$ cat src/rtl/mem_arb_pkg.sv
// Shared types and defaults for the memory port arbiter.
// Latency: n/a (types only).
// Backpressure: n/a.
package mem_arb_pkg;

    typedef enum logic [1:0] {
        IDLE    = 2'd0,
        DM_BUSY = 2'd1,
        IF_BUSY = 2'd2
    } arb_state_t;

    typedef enum logic {
        OWN_IF = 1'b0,
        OWN_DM = 1'b1
    } owner_t;

    localparam int TIMEOUT_CYCLES_DEF = 64;
    localparam int STARVE_MAX_DEF     = 4;

endpackage

$ cat src/rtl/bus_watchdog.sv
// Bus watchdog: counts busy cycles without ack, flags expiry.
// Latency: expire is combinational on the count reaching TIMEOUT_CYCLES-1.
// Backpressure: none; clr has priority over en.
module bus_watchdog #(
    parameter int TIMEOUT_CYCLES = 64
) (
    input  logic clk,
    input  logic rst_n,
    input  logic clr,
    input  logic en,
    output logic expire
);

    localparam int CW = $clog2(TIMEOUT_CYCLES + 1);
    localparam logic [CW-1:0] LAST = CW'(TIMEOUT_CYCLES - 1);

    logic [CW-1:0] cnt_q, cnt_d;

    always_comb begin
        cnt_d = cnt_q;
        if (clr) begin
            cnt_d = '0;
        end else if (en) begin
            cnt_d = cnt_q + CW'(1);
        end
    end

    always_ff @(posedge clk or negedge rst_n) begin
        if (!rst_n) begin
            cnt_q <= '0;
        end else begin
            cnt_q <= cnt_d;
        end
    end

    assign expire = en & (cnt_q == LAST);

endmodule

$ cat src/rtl/mem_port_arbiter.sv
// Shares one external memory port between fetch and data access.
// Latency: grant in IDLE, ext_req next cycle, completion on ext_ack; >=2 cycles/access.
// Backpressure: requesters hold under stall_if/stall_mem until their valid pulse.
module mem_port_arbiter
    import mem_arb_pkg::*;
#(
    parameter int TIMEOUT_CYCLES = TIMEOUT_CYCLES_DEF,
    parameter int STARVE_MAX     = STARVE_MAX_DEF
) (
    input  logic        clk,
    input  logic        rst_n,
    input  logic        if_req,
    input  logic [31:0] if_addr,
    output logic [31:0] if_rdata,
    output logic        if_valid,
    output logic        if_err,
    input  logic        dm_rd,
    input  logic        dm_wr,
    input  logic [31:0] dm_addr,
    input  logic [31:0] dm_wdata,
    output logic [31:0] dm_rdata,
    output logic        dm_valid,
    output logic        dm_err,
    output logic        stall_if,
    output logic        stall_mem,
    output logic        ext_req,
    output logic        ext_we,
    output logic [31:0] ext_addr,
    output logic [31:0] ext_wdata,
    input  logic        ext_ack,
    input  logic [31:0] ext_rdata
);

    localparam int SW = $clog2(STARVE_MAX + 1);
    localparam logic [SW-1:0] STARVE_LIM = SW'(STARVE_MAX);

    arb_state_t    state_q, state_d;
    logic          ext_req_q, ext_req_d;
    logic          ext_we_q, ext_we_d;
    logic [31:0]   ext_addr_q, ext_addr_d;
    logic [31:0]   ext_wdata_q, ext_wdata_d;
    logic [SW-1:0] starve_q, starve_d;
    logic          wd_clr, wd_en, wd_expire;
    logic          dm_op;
    owner_t        owner;

    assign dm_op = dm_rd | dm_wr;
    assign owner = (state_q == DM_BUSY) ? OWN_DM : OWN_IF;

    bus_watchdog #(.TIMEOUT_CYCLES(TIMEOUT_CYCLES)) u_watchdog (
        .clk    (clk),
        .rst_n  (rst_n),
        .clr    (wd_clr),
        .en     (wd_en),
        .expire (wd_expire)
    );

    always_comb begin
        state_d     = state_q;
        ext_req_d   = ext_req_q;
        ext_we_d    = ext_we_q;
        ext_addr_d  = ext_addr_q;
        ext_wdata_d = ext_wdata_q;
        starve_d    = starve_q;
        wd_clr      = 1'b0;
        wd_en       = 1'b0;
        if_valid    = 1'b0;
        if_err      = 1'b0;
        if_rdata    = '0;
        dm_valid    = 1'b0;
        dm_err      = 1'b0;
        dm_rdata    = '0;
        case (state_q)
            IDLE: begin
                if (dm_op && (starve_q < STARVE_LIM)) begin
                    state_d     = DM_BUSY;
                    ext_req_d   = 1'b1;
                    ext_we_d    = dm_wr;
                    ext_addr_d  = dm_addr;
                    ext_wdata_d = dm_wdata;
                    wd_clr      = 1'b1;
                    // Only grants that actually make fetch wait count toward starvation.
                    starve_d    = if_req ? (starve_q + SW'(1)) : '0;
                end else if (if_req) begin
                    state_d     = IF_BUSY;
                    ext_req_d   = 1'b1;
                    ext_we_d    = 1'b0;
                    ext_addr_d  = if_addr;
                    ext_wdata_d = '0;
                    wd_clr      = 1'b1;
                    starve_d    = '0;
                end
            end
            DM_BUSY, IF_BUSY: begin
                wd_en = 1'b1;
                // An ack on the expiry cycle still counts as a good completion.
                if (ext_ack || wd_expire) begin
                    state_d   = IDLE;
                    ext_req_d = 1'b0;
                    ext_we_d  = 1'b0;
                    if (owner == OWN_DM) begin
                        dm_valid = 1'b1;
                        dm_err   = ~ext_ack;
                        dm_rdata = (ext_ack && !ext_we_q) ? ext_rdata : '0;
                    end else begin
                        if_valid = 1'b1;
                        if_err   = ~ext_ack;
                        if_rdata = ext_ack ? ext_rdata : '0;
                    end
                end
            end
            default: begin
                state_d   = IDLE;
                ext_req_d = 1'b0;
                ext_we_d  = 1'b0;
            end
        endcase
    end

    always_ff @(posedge clk or negedge rst_n) begin
        if (!rst_n) begin
            state_q     <= IDLE;
            ext_req_q   <= 1'b0;
            ext_we_q    <= 1'b0;
            ext_addr_q  <= '0;
            ext_wdata_q <= '0;
            starve_q    <= '0;
        end else begin
            state_q     <= state_d;
            ext_req_q   <= ext_req_d;
            ext_we_q    <= ext_we_d;
            ext_addr_q  <= ext_addr_d;
            ext_wdata_q <= ext_wdata_d;
            starve_q    <= starve_d;
        end
    end

    assign ext_req   = ext_req_q;
    assign ext_we    = ext_we_q;
    assign ext_addr  = ext_addr_q;
    assign ext_wdata = ext_wdata_q;

    assign stall_mem = dm_op & ~dm_valid;
    assign stall_if  = (if_req & ~if_valid) | stall_mem;

endmodule

$ cat config.mk
export PLATFORM = sky130hd
export DESIGN_NAME = mem_port_arbiter
export DESIGN_NICKNAME = d
export VERILOG_FILES = /design/src/rtl/mem_arb_pkg.sv /design/src/rtl/bus_watchdog.sv /design/src/rtl/mem_port_arbiter.sv
export SDC_FILE = /design/constraint.sdc
export NUM_CORES = 1
export LEC_CHECK = 0
export ABC_AREA = 0
export CAP_MARGIN = 20
export CORE_MARGIN = 1.5
export CORE_UTILIZATION = 36
export CTS_CLUSTER_SIZE = 10
export DETAILED_ROUTE_END_ITERATION = 16
export HOLD_SLACK_MARGIN = 0.08
export PLACE_DENSITY_LB_ADDON = 0.25
export SETUP_SLACK_MARGIN = 0.3
export SKIP_CTS_REPAIR_TIMING = 1
export SYNTH_ARGS = -nofsm -noshare
export SYNTH_HDL_FRONTEND = slang
export SYNTH_SLANG_ARGS = --single-unit
export TNS_END_PERCENT = 50
$ cat constraint.sdc
create_clock -name clk -period 2.19 [get_ports clk]
set_input_delay 0.438 -clock clk [delete_from_list [all_inputs] [get_ports clk]]
set_output_delay 0.438 -clock clk [all_outputs]
set_load 0.01 [all_outputs]
Word level (Yosys, flattened, before mapping):

Cells that the tools add are included.

* bits of input ports: 134
* ROM bits: 0
* memory bits (writable): 0
* latch bits: 0
* memories kept: 0
* register bits: 78
* output and inout port bits: 136

* divide/modulo/power cells: 0
* $add $sub $neg: 2
* shift-type cells: 0
* muxes and demuxes: 45
* bitwise gates (word level): 8
* multipliers: 0
* eq/ne operators: 5
* order comparisons: 1
* reduce and logical (&&, ||, !) cells: 10

Operators with widths (number)
* $mux 32: 12
* $mux 1: 22
* $mux 7: 2
* $mux 3: 3
* $add 7x1->7 const B: 1
* $eq 7x6->1 const B: 1
* $mux 2: 3
* $pmux 1 s2: 2
* $pmux 2 s2: 1
* $reduce_and 2->1: 2
* $reduce_bool 2->1: 2
* $add 3x1->3 const B: 1
* $and 1x1->1: 3
* $lt 3x3->1 const B: 1
* $ne 3x3->1 const B: 1
* $not 1->1: 3
* $eq 2x1->1 const B: 1
* $eq 2x2->1 const B: 1
* $logic_and 1x1->1: 2
* $logic_not 2->1: 1
* $ne 2x2->1 const B: 1
* $or 1x1->1: 2
* $reduce_or 2->1: 1
* $logic_not 1->1: 1
* $logic_or 1x1->1: 1

Longest topological paths before layout:

Gate-level depths: netlist of run 1.

* depth after elaboration: 10
* mapped depth: 7
* depth with buffers taken out: 5

Hierarchy:

A second synthesis of run 1 with hierarchy kept.

* cell total of the unflattened synthesis: 408
* area total of the unflattened synthesis: 3991.3 um2

By module, submodules not included
* mem_port_arbiter: area each 3656.0 um2, times used 1, seq. area each 1776.7 um2, cells each 376
* bus_watchdog: area each 335.3 um2, times used 1, seq. area each 175.2 um2, cells each 32

Worst setup path after synthesis of run 1:

OpenSTA, ideal clock, no wires.

* kind: register -> output
* from: reg state_q[0]
* to: out if_rdata[10]
* setup slack: 0.150 ns
* cell stages (with the launch flop): 7
* arrival time: 1.602 ns
* data required time: 1.752 ns
* buffers on the path: 2
* path through: dfrtp_1 inv_1 ha_1 buf_1 buf_1 nand2_1 nor2_1

* cells in the longest elaborated chain, start to end: 7
* elaborated cells on any way between the ends: 10

RTL lines
* start, declared: line mem_port_arbiter.sv:37 `arb_state_t state_q, state_d;`
* start signal, assigned: line mem_port_arbiter.sv:129 `state_q <= state_d;`
* $eq 2x1->1 or $eq 2x2->1 (tied branches): line mem_port_arbiter.sv:48, mem_port_arbiter.sv:73
* $reduce_or 2->1: line mem_port_arbiter.sv:73 `case (state_q)`
* $mux 1: line mem_port_arbiter.sv:73
* $and 1x1->1: line bus_watchdog.sv:36 `assign expire = en & (cnt_q == LAST);`
* $logic_or 1x1->1: line mem_port_arbiter.sv:97 `if (ext_ack || wd_expire) begin`
* $mux 32: line mem_port_arbiter.sv:97
* $mux 32 *: line mem_port_arbiter.sv:73
* end, declared: line mem_port_arbiter.sv:14 `output logic [31:0] if_rdata,`

Every way passes the cells marked *; elsewhere a longest branch is shown, timed or not.

Worst setup path in the final report of run 1:

* from: reg state_q[0]
* to: out stall_if

* cells in the longest elaborated chain, start to end: 10
* elaborated cells on any way between the ends: 18

RTL lines
* $eq 2x1->1 or $eq 2x2->1 (tied branches): line mem_port_arbiter.sv:48, mem_port_arbiter.sv:73
* $reduce_or 2->1: line mem_port_arbiter.sv:73
* $mux 1: line mem_port_arbiter.sv:73
* $and 1x1->1: line bus_watchdog.sv:36
* $logic_or 1x1->1: line mem_port_arbiter.sv:97
* $mux 1: line mem_port_arbiter.sv:97
* $mux 1: line mem_port_arbiter.sv:73
* $not 1->1, on equally long branches: line mem_port_arbiter.sv:144, mem_port_arbiter.sv:143
* $and 1x1->1, on equally long branches: line mem_port_arbiter.sv:144, mem_port_arbiter.sv:143
* $or 1x1->1 *: line mem_port_arbiter.sv:144 `assign stall_if = (if_req & ~if_valid) | stall_mem;`
* end, declared: line mem_port_arbiter.sv:24 `output logic stall_if,`

Marked as above.

==> results.py, run 1 <==
metrics = {
    "synthesis": {
        "post_synth.cell_area_avg_um2": 10.6,
        "synth.top_cell.area_share": 0.494,
        "adder_cell_share_of_the_synthesized_area": 0.0127,
        "synth_top_family_by_area": "multiplexers",
        "number_of_warnings_reported_in_the_yosys_synthesis_log": 0,
        "ys_ff_latch": 78,
        "post_synth_xor_area_fraction": 0.00886,
        "synth_compound_area_frac": 0.113,
        "synth_top_area_cell": "sky130_fd_sc_hd__dfrtp_1",
        "synth.area.mux_share": 0.190,
        "synth-simple-area-share": 0.142,
        "synth.net_count": 510,
        "post_synth_instance_area_um2": 3950,
        "syn_inst": 372,
        "netlist-cell-type-count": 39,
        "synth_top_cells_by_area": "sky130_fd_sc_hd__dfrtp_1, sky130_fd_sc_hd__mux2_2, sky130_fd_sc_hd__a22o_1",
        "yosysSeqAreaShare": 0.494,
    },
    "clocking": {
        "clockRootBuffer": "sky130_fd_sc_hd__clkbuf_8",
        "h-tree-depth": 3,
        "cts.clk_slew.worst_paths_ns": 0.09,
        "tritoncts.num_buffers": 9,
        "cts_num_sinks": 78,
        "worstSkewPairLatency_ns": 0.34,
        "tritoncts_clock_tree": "yes",
        "clockBufferDepth": 2,
    },
    "pwr": {
        "vdd_ir_drop_max_mv": 0.778,
        "powerDensity_nw_per_um2": 1350,
        "p_leak_uw": 0.00331,
    },
    "global_route": {
        "track_usage": 0.221,
        "grt_pass1_vias": 4071,
        "antenna_found_initial": 0,
        "largest_net_degree_at_the_start_of_global_routing": 38,
        "grt_overflow_total": 0,
        "grt_first_pass_wirelength_mm": 20.0,
    },
    "setup_path": {
        "cp_slowest_stage_delay_ns": 0.38,
        "crit-reg2reg-launch": "state_q[0]",
        "worst-r2r-setup-slack_ns": 0.35,
        "critical_path.reg2reg.endpoint": "state_q[0]",
        "critical_path_peak_fanout": 4,
        "critPathKind": "reg2out",
        "endpoint_kind": "primary output",
        "cp_cell_sequence": "inv_2, ha_4, buf_6, nand4_1, o21ai_2, buf_4, a2bb2oi_2, buf_2",
        "critPathSlowestCell": "sky130_fd_sc_hd__dfrtp_1",
        "worstSetupStartpointType": "register",
        "worst_ep_required_time_ns": 1.75,
        "r2r_cells": 7,
        "endpoint_arrival_time_on_the_critical_path_ns": 1.89,
    },
    "detailed_routing": {
        "num_vias": 4135,
        "post_drt_via_cell_ratio": 5.04,
        "drt.antenna.violating_nets": 0,
        "wl_mm": 14.6,
        "route.detailed.drc": 0,
        "detail_route.wl_per_cell_um": 17.8,
        "detailedRoute.firstIterationViolations": 173,
        "detail_route.first_pass.iterations": 4,
    },
    "floorplanning": {
        "fp-row-count": 38,
        "design.core.area_um2": 10800,
        "floorplan.die.width_um": 108,
        "fp.dieArea_um2": 11600,
        "effective_utilization_at_floorplan": 0.366,
        "boundaryPins": 270,
        "die_height_um": 108,
    },
    "sta": {
        "post-route-worst-setup-slack_ns": -0.140,
        "tightest_slew_ns": 0.375,
        "timing.max_slew.rel_slack": 0.747,
        "slew_violations": 0,
        "finalWorstPathRequiredPeriod_ns": 2.33,
        "finalSetupViolCount": 20,
        "fin_setup_tns_ns": -0.740,
        "achievable-frequency_ghz": 0.429,
        "fin_worst_skew_ns": 0.00871,
        "fin_worst_hold_slack_ns": 0.509,
        "unrepaired_setup_endpoints_after_global_routing": "true",
        "hold_violations": 0,
        "period_share": 1.06,
    },
    "final_layout": {
        "design_area_um2": 7490,
        "finish.utilization": 0.694,
        "drive_above_1_share": 0.387,
        "n_antenna_cell": 0,
        "mostFrequentLayoutCell": "sky130_fd_sc_hd__clkdlybuf4s50_1",
        "layout.cells.most_common_list": "sky130_fd_sc_hd__clkdlybuf4s50_1, sky130_fd_sc_hd__dfrtp_1, sky130_fd_sc_hd__mux2_2, sky130_fd_sc_hd__buf_2, sky130_fd_sc_hd__nor2_1",
        "area.growth.synth_to_final_pct": 89.5,
        "finalNetCount": 813,
    },
    "place": {
        "io_buffers": 269,
        "placed_cell_area_um2": 7000,
        "dp_hpwl_mm": 10.2,
        "gp_congestion": 0.819,
        "post_place_setup_slack_ns": -0.272,
    },
    "job": {
        "maxCapViolations": 0,
    },
    "outcome": {
        "status": "finished, violations left",
        "violated_checks": "negative setup slack",
    },
    "min_path": {
        "hp_class": "in2async",
    },
}
## critical path, delay by kind of cell, from the launching register on
family          cells  cell delay, ns
compound gates      2            0.25
fa+ha+maj           1            0.29
flops               1            0.38
buf+inv             4            0.44
simple gates        1            0.18
## worst max path at each step
stage / slack, ns / startpoint / endpoint / cells after the start
CTS: -0.64 / state_q[0] / stall_if / 7
finish: -0.14 / state_q[0] / stall_if / 8
detailed placement: -0.27 / ext_ack / dm_rdata[10] / 5
floorplan: 0.28 / state_q[0] / if_rdata[11] / 6
global placement: -0.22 / state_q[0] / if_err / 6
global route: -0.26 / state_q[0] / stall_mem / 8
## state kept, by name, indices dropped and copies added (netlist names)
name,flops
ext_req,1
ext_we,1
u_watchdog.cnt_q,7
state_q,2
ext_wdata,32
ext_addr,32
starve_q,3
## layout make-up
| class | instances | area [µm²] |
|---|---|---|
| Fill cell | 827 | 3300 |
| Timing Repair Buffer | 318 | 3010 |
| Multi-Input combinational cell | 264 | 2110 |
| Sequential cell | 78 | 1950 |
| Tap cell | 140 | 175 |
| Clock buffer | 10 | 138 |
| Clock inverter | 6 | 92.6 |
| Inverter | 4 | 22.5 |
## layer usage
| metal | global-route usage | vias to the layer above | part of all wire |
|---|---|---|---|
| met5 | 0 | - | 0 |
| met4 | 0.0724 | 0 | 0.025 |
| met3 | 0.0726 | 31 | 0.094 |
| met2 | 0.406 | 213 | 0.52 |
| met1 | 0.237 | 1986 | 0.36 |
| li1 | - | 1905 | - |
## cell usage after synthesis, drive strengths merged
master and instances:
and4 1, nand4 2, xor2 2, mux2i 2, buf 17, a21oi 6
nor2 73, o21a 1, ha 4, dfrtp 78, o21ba 1, nand2 41
o21ai 6, nand2b 1, or3 1, a221o 1, o21bai 1, or2 1
nor2b 3, nand3b 4, inv 4, a211oi 1, o211ai 2, a22o 33
nor3 4, nand3 2, and3b 1, a221oi 2, o2bb2ai 1, mux2 64
a2bb2oi 1, clkbuf 9, xnor2 2
## power by group
part	leakage (µW)	internal, µW	switching [µW]
logic	0.00224	3500	2890
clock network	0.000109	679	544
registers	0.000958	2110	386
## per-stage QoR
step | power [µW] | instances
after floorplan | 5150 | 372
after global placement | 7900 | 786
after detailed placement | 8030 | 786
after CTS | 9320 | 802
after global routing | 10700 | 820
final | 10100 | 820
## logic make-up (layout without fill, tap and decap cells)
| group | count (synthesis) | count (layout) |
|---|---|---|
| AO/OA/AOI/OAI | 56 | 56 |
| XOR/XNOR | 4 | 4 |
| adder cells (fa/ha/maj) | 4 | 4 |
| buffers and inverters | 30 | 338 |
| flip-flops | 78 | 78 |
| multiplexers | 66 | 66 |
| AND/OR/NAND/NOR | 134 | 134 |
Power figures use the tool's default switching activity.
==> run 2, diff against run 1 <==
==> constraint.sdc (replaced) <==
create_clock -name clk -period 2.5 [get_ports clk]
set_input_delay 0.5 -clock clk [delete_from_list [all_inputs] [get_ports clk]]
set_output_delay 0.5 -clock clk [all_outputs]
set_load 0.01 [all_outputs]
==> run 2 against run 1 <==
  * The flow now finishes without violations
  * Sequential power decreased by 13%
  * Sequential share of layout area grew 0.98 points
  * Clock power is 21% lower
  * Critical path depth shrank 2
==> results.py, run 2 (synthesized netlist as in run 1, its figures left out) <==
metrics = {
    "pwr": {
        "power_frac_seq": 0.272,
        "powerDensity_nw_per_um2": 1110,
        "vdd_ir_drop_max_mv": 0.651,
        "clkPwrFrac": 0.120,
        "p_switching_uw": 3010,
        "p_sw_frac": 0.376,
        "power.internal_uw": 4990,
        "comb_power_share": 0.608,
        "p_leak_uw": 0.00368,
    },
    "global_route": {
        "largest_net_degree_at_the_start_of_global_routing": 38,
        "grt_first_pass_wirelength_mm": 19.4,
        "antenna_found_initial": 0,
        "track_usage": 0.214,
        "grt_overflow_total": 0,
        "grt_pass1_vias": 3882,
    },
    "floorplanning": {
        "fp-row-count": 38,
        "design.core.area_um2": 10800,
        "die_height_um": 108,
        "floorplan.die.width_um": 108,
        "boundaryPins": 270,
        "effective_utilization_at_floorplan": 0.366,
        "fp.dieArea_um2": 11600,
    },
    "sta": {
        "post-route-worst-setup-slack_ns": 0.220,
        "achievable-frequency_ghz": 0.439,
        "unrepaired_setup_endpoints_after_global_routing": "true",
        "slew_violations": 0,
        "period_share": 0.912,
        "finalSetupViolCount": 0,
        "tightest_slew_ns": 0.490,
        "timing.max_slew.rel_slack": 0.673,
        "hold_violations": 0,
        "fin_worst_skew_ns": 0.0114,
        "finalWorstPathRequiredPeriod_ns": 2.28,
    },
    "setup_path": {
        "path_delay_family": "simple AND/OR/NAND/NOR gates",
        "critical_path_end": "dm_err",
        "cp_cell_sequence": "inv_2, ha_4, and4_4, nand2_8, nor3_4, buf_2",
        "worstSetupStartpointType": "register",
        "worst_ep_required_time_ns": 2.00,
        "critPathSlowestCell": "sky130_fd_sc_hd__dfrtp_1",
        "critPathKind": "reg2out",
        "cp_slowest_stage_delay_ns": 0.39,
        "critical_path_peak_fanout": 5,
        "worst_setup_sp": "state_q[0]",
        "critical_path.reg2reg.endpoint": "ext_addr[30]",
        "r2r_cells": 4,
        "worst-path-stages": 6,
        "endpoint_arrival_time_on_the_critical_path_ns": 1.78,
        "worst-r2r-setup-slack_ns": 0.65,
        "cp_num_buf_inv": 2,
        "endpoint_kind": "primary output",
        "crit-reg2reg-launch": "starve_q[2]",
    },
    "detailed_routing": {
        "route.layer.met1.wl_mm": 4.98,
        "detailedRoute.firstIterationViolations": 174,
        "wl_met2_mm": 6.78,
        "route.detailed.drc": 0,
        "post_drt_via_cell_ratio": 4.96,
        "detail_route.wl_per_cell_um": 16.6,
        "wl_mm": 13.3,
        "num_vias": 3968,
        "detail_route.first_pass.iterations": 4,
        "highest-signal-layer": "met4",
        "drt.antenna.violating_nets": 0,
        "met3_wirelength_mm": 1.39,
    },
    "clocking": {
        "cts_num_sinks": 78,
        "h-tree-depth": 3,
        "worstSkewPairLatency_ns": 0.34,
        "clockRootBuffer": "sky130_fd_sc_hd__clkbuf_8",
        "tritoncts_clock_tree": "yes",
        "clockBufferDepth": 2,
        "tritoncts.num_buffers": 9,
        "cts.clk_slew.worst_paths_ns": 0.09,
    },
    "final_layout": {
        "finalNetCount": 793,
        "drive_above_1_share": 0.256,
        "seq_area_um2": 1950,
        "mostFrequentLayoutCell": "sky130_fd_sc_hd__clkdlybuf4s50_1",
        "n_antenna_cell": 0,
        "fillCellCount": 852,
        "design_area_um2": 7220,
        "layout.cells.most_common_list": "sky130_fd_sc_hd__clkdlybuf4s50_1, sky130_fd_sc_hd__dfrtp_1, sky130_fd_sc_hd__nor2_1, sky130_fd_sc_hd__mux2_2, sky130_fd_sc_hd__nand2_1",
        "area.growth.synth_to_final_pct": 82.6,
        "multi_input_comb_area_um2": 1960,
    },
    "place": {
        "gp_congestion": 0.794,
        "io_buffers": 269,
        "post_place_setup_slack_ns": -0.0559,
        "placed_cell_area_um2": 6920,
        "dp_hpwl_mm": 9.89,
    },
    "outcome": {
        "status": "finished clean",
    },
    "min_path": {
        "hp_class": "in2async",
    },
    "job": {
        "maxCapViolations": 0,
    },
}
==> run 2: power groups by stage <==
| stage | sequential, µW | combinational, µW | clock, µW |
|---|---|---|---|
| after floorplan | 2410 | 2100 | 0 |
| final | 2170 | 4870 | 958 |
| after detailed placement | 2180 | 4710 | 0 |
| after global routing | 2250 | 5210 | 1030 |
| after CTS | 2180 | 4730 | 992 |
| after global placement | 2160 | 4650 | 0 |
==> run 2: worst min-delay path by stage <==
stage	to	cells after the start	from	slack, ns
after CTS	ext_wdata[7]	1	rst_n	0.11
after detailed placement	ext_wdata[24]	1	ext_wdata[24]	0.49
after floorplan	ext_addr[0]	0	rst_n	0.20
final	ext_wdata[11]	1	rst_n	0.11
after global routing	ext_wdata[25]	1	rst_n	0.13
after global placement	starve_q[1]	1	starve_q[1]	0.48
==> run 2: worst register-to-register path: cells and delay by family (launching register included) <==
family | cells | cell delay (ns)
mux | 2 | 0.64
flops | 1 | 0.46
compound gates | 1 | 0.38
buf+inv | 1 | 0.24
==> run 2: cell type report <==
| type | instances | area share |
|---|---|---|
| Tap cell | 140 | 0.0243 |
| Timing Repair Buffer | 298 | 0.405 |
| Multi-Input combinational cell | 264 | 0.271 |
| Inverter | 4 | 0.00208 |
| Sequential cell | 78 | 0.270 |
| Clock inverter | 5 | 0.00797 |
| Clock buffer | 11 | 0.0196 |
==> run 2: per-stage QoR <==
step                      utilization  hold WS (ns)  cells  setup TNS (ns)  total power (µW)
after CTS                       0.659         0.112    792          -14.25              7890
after global placement          0.641         0.477    776         -0.0616              6810
after global routing            0.669         0.134    800               0              8500
after floorplan                     -         0.204    372               0              4510
after detailed placement        0.641         0.491    776          -0.967              6890
final                           0.669         0.111    800               0              8000
==> run 2: layer usage <==
layer	up-vias	track usage
li1	1860	-
met1	1900	0.235
met2	196	0.384
met3	12	0.0854
met4	0	0.0536
met5	-	0
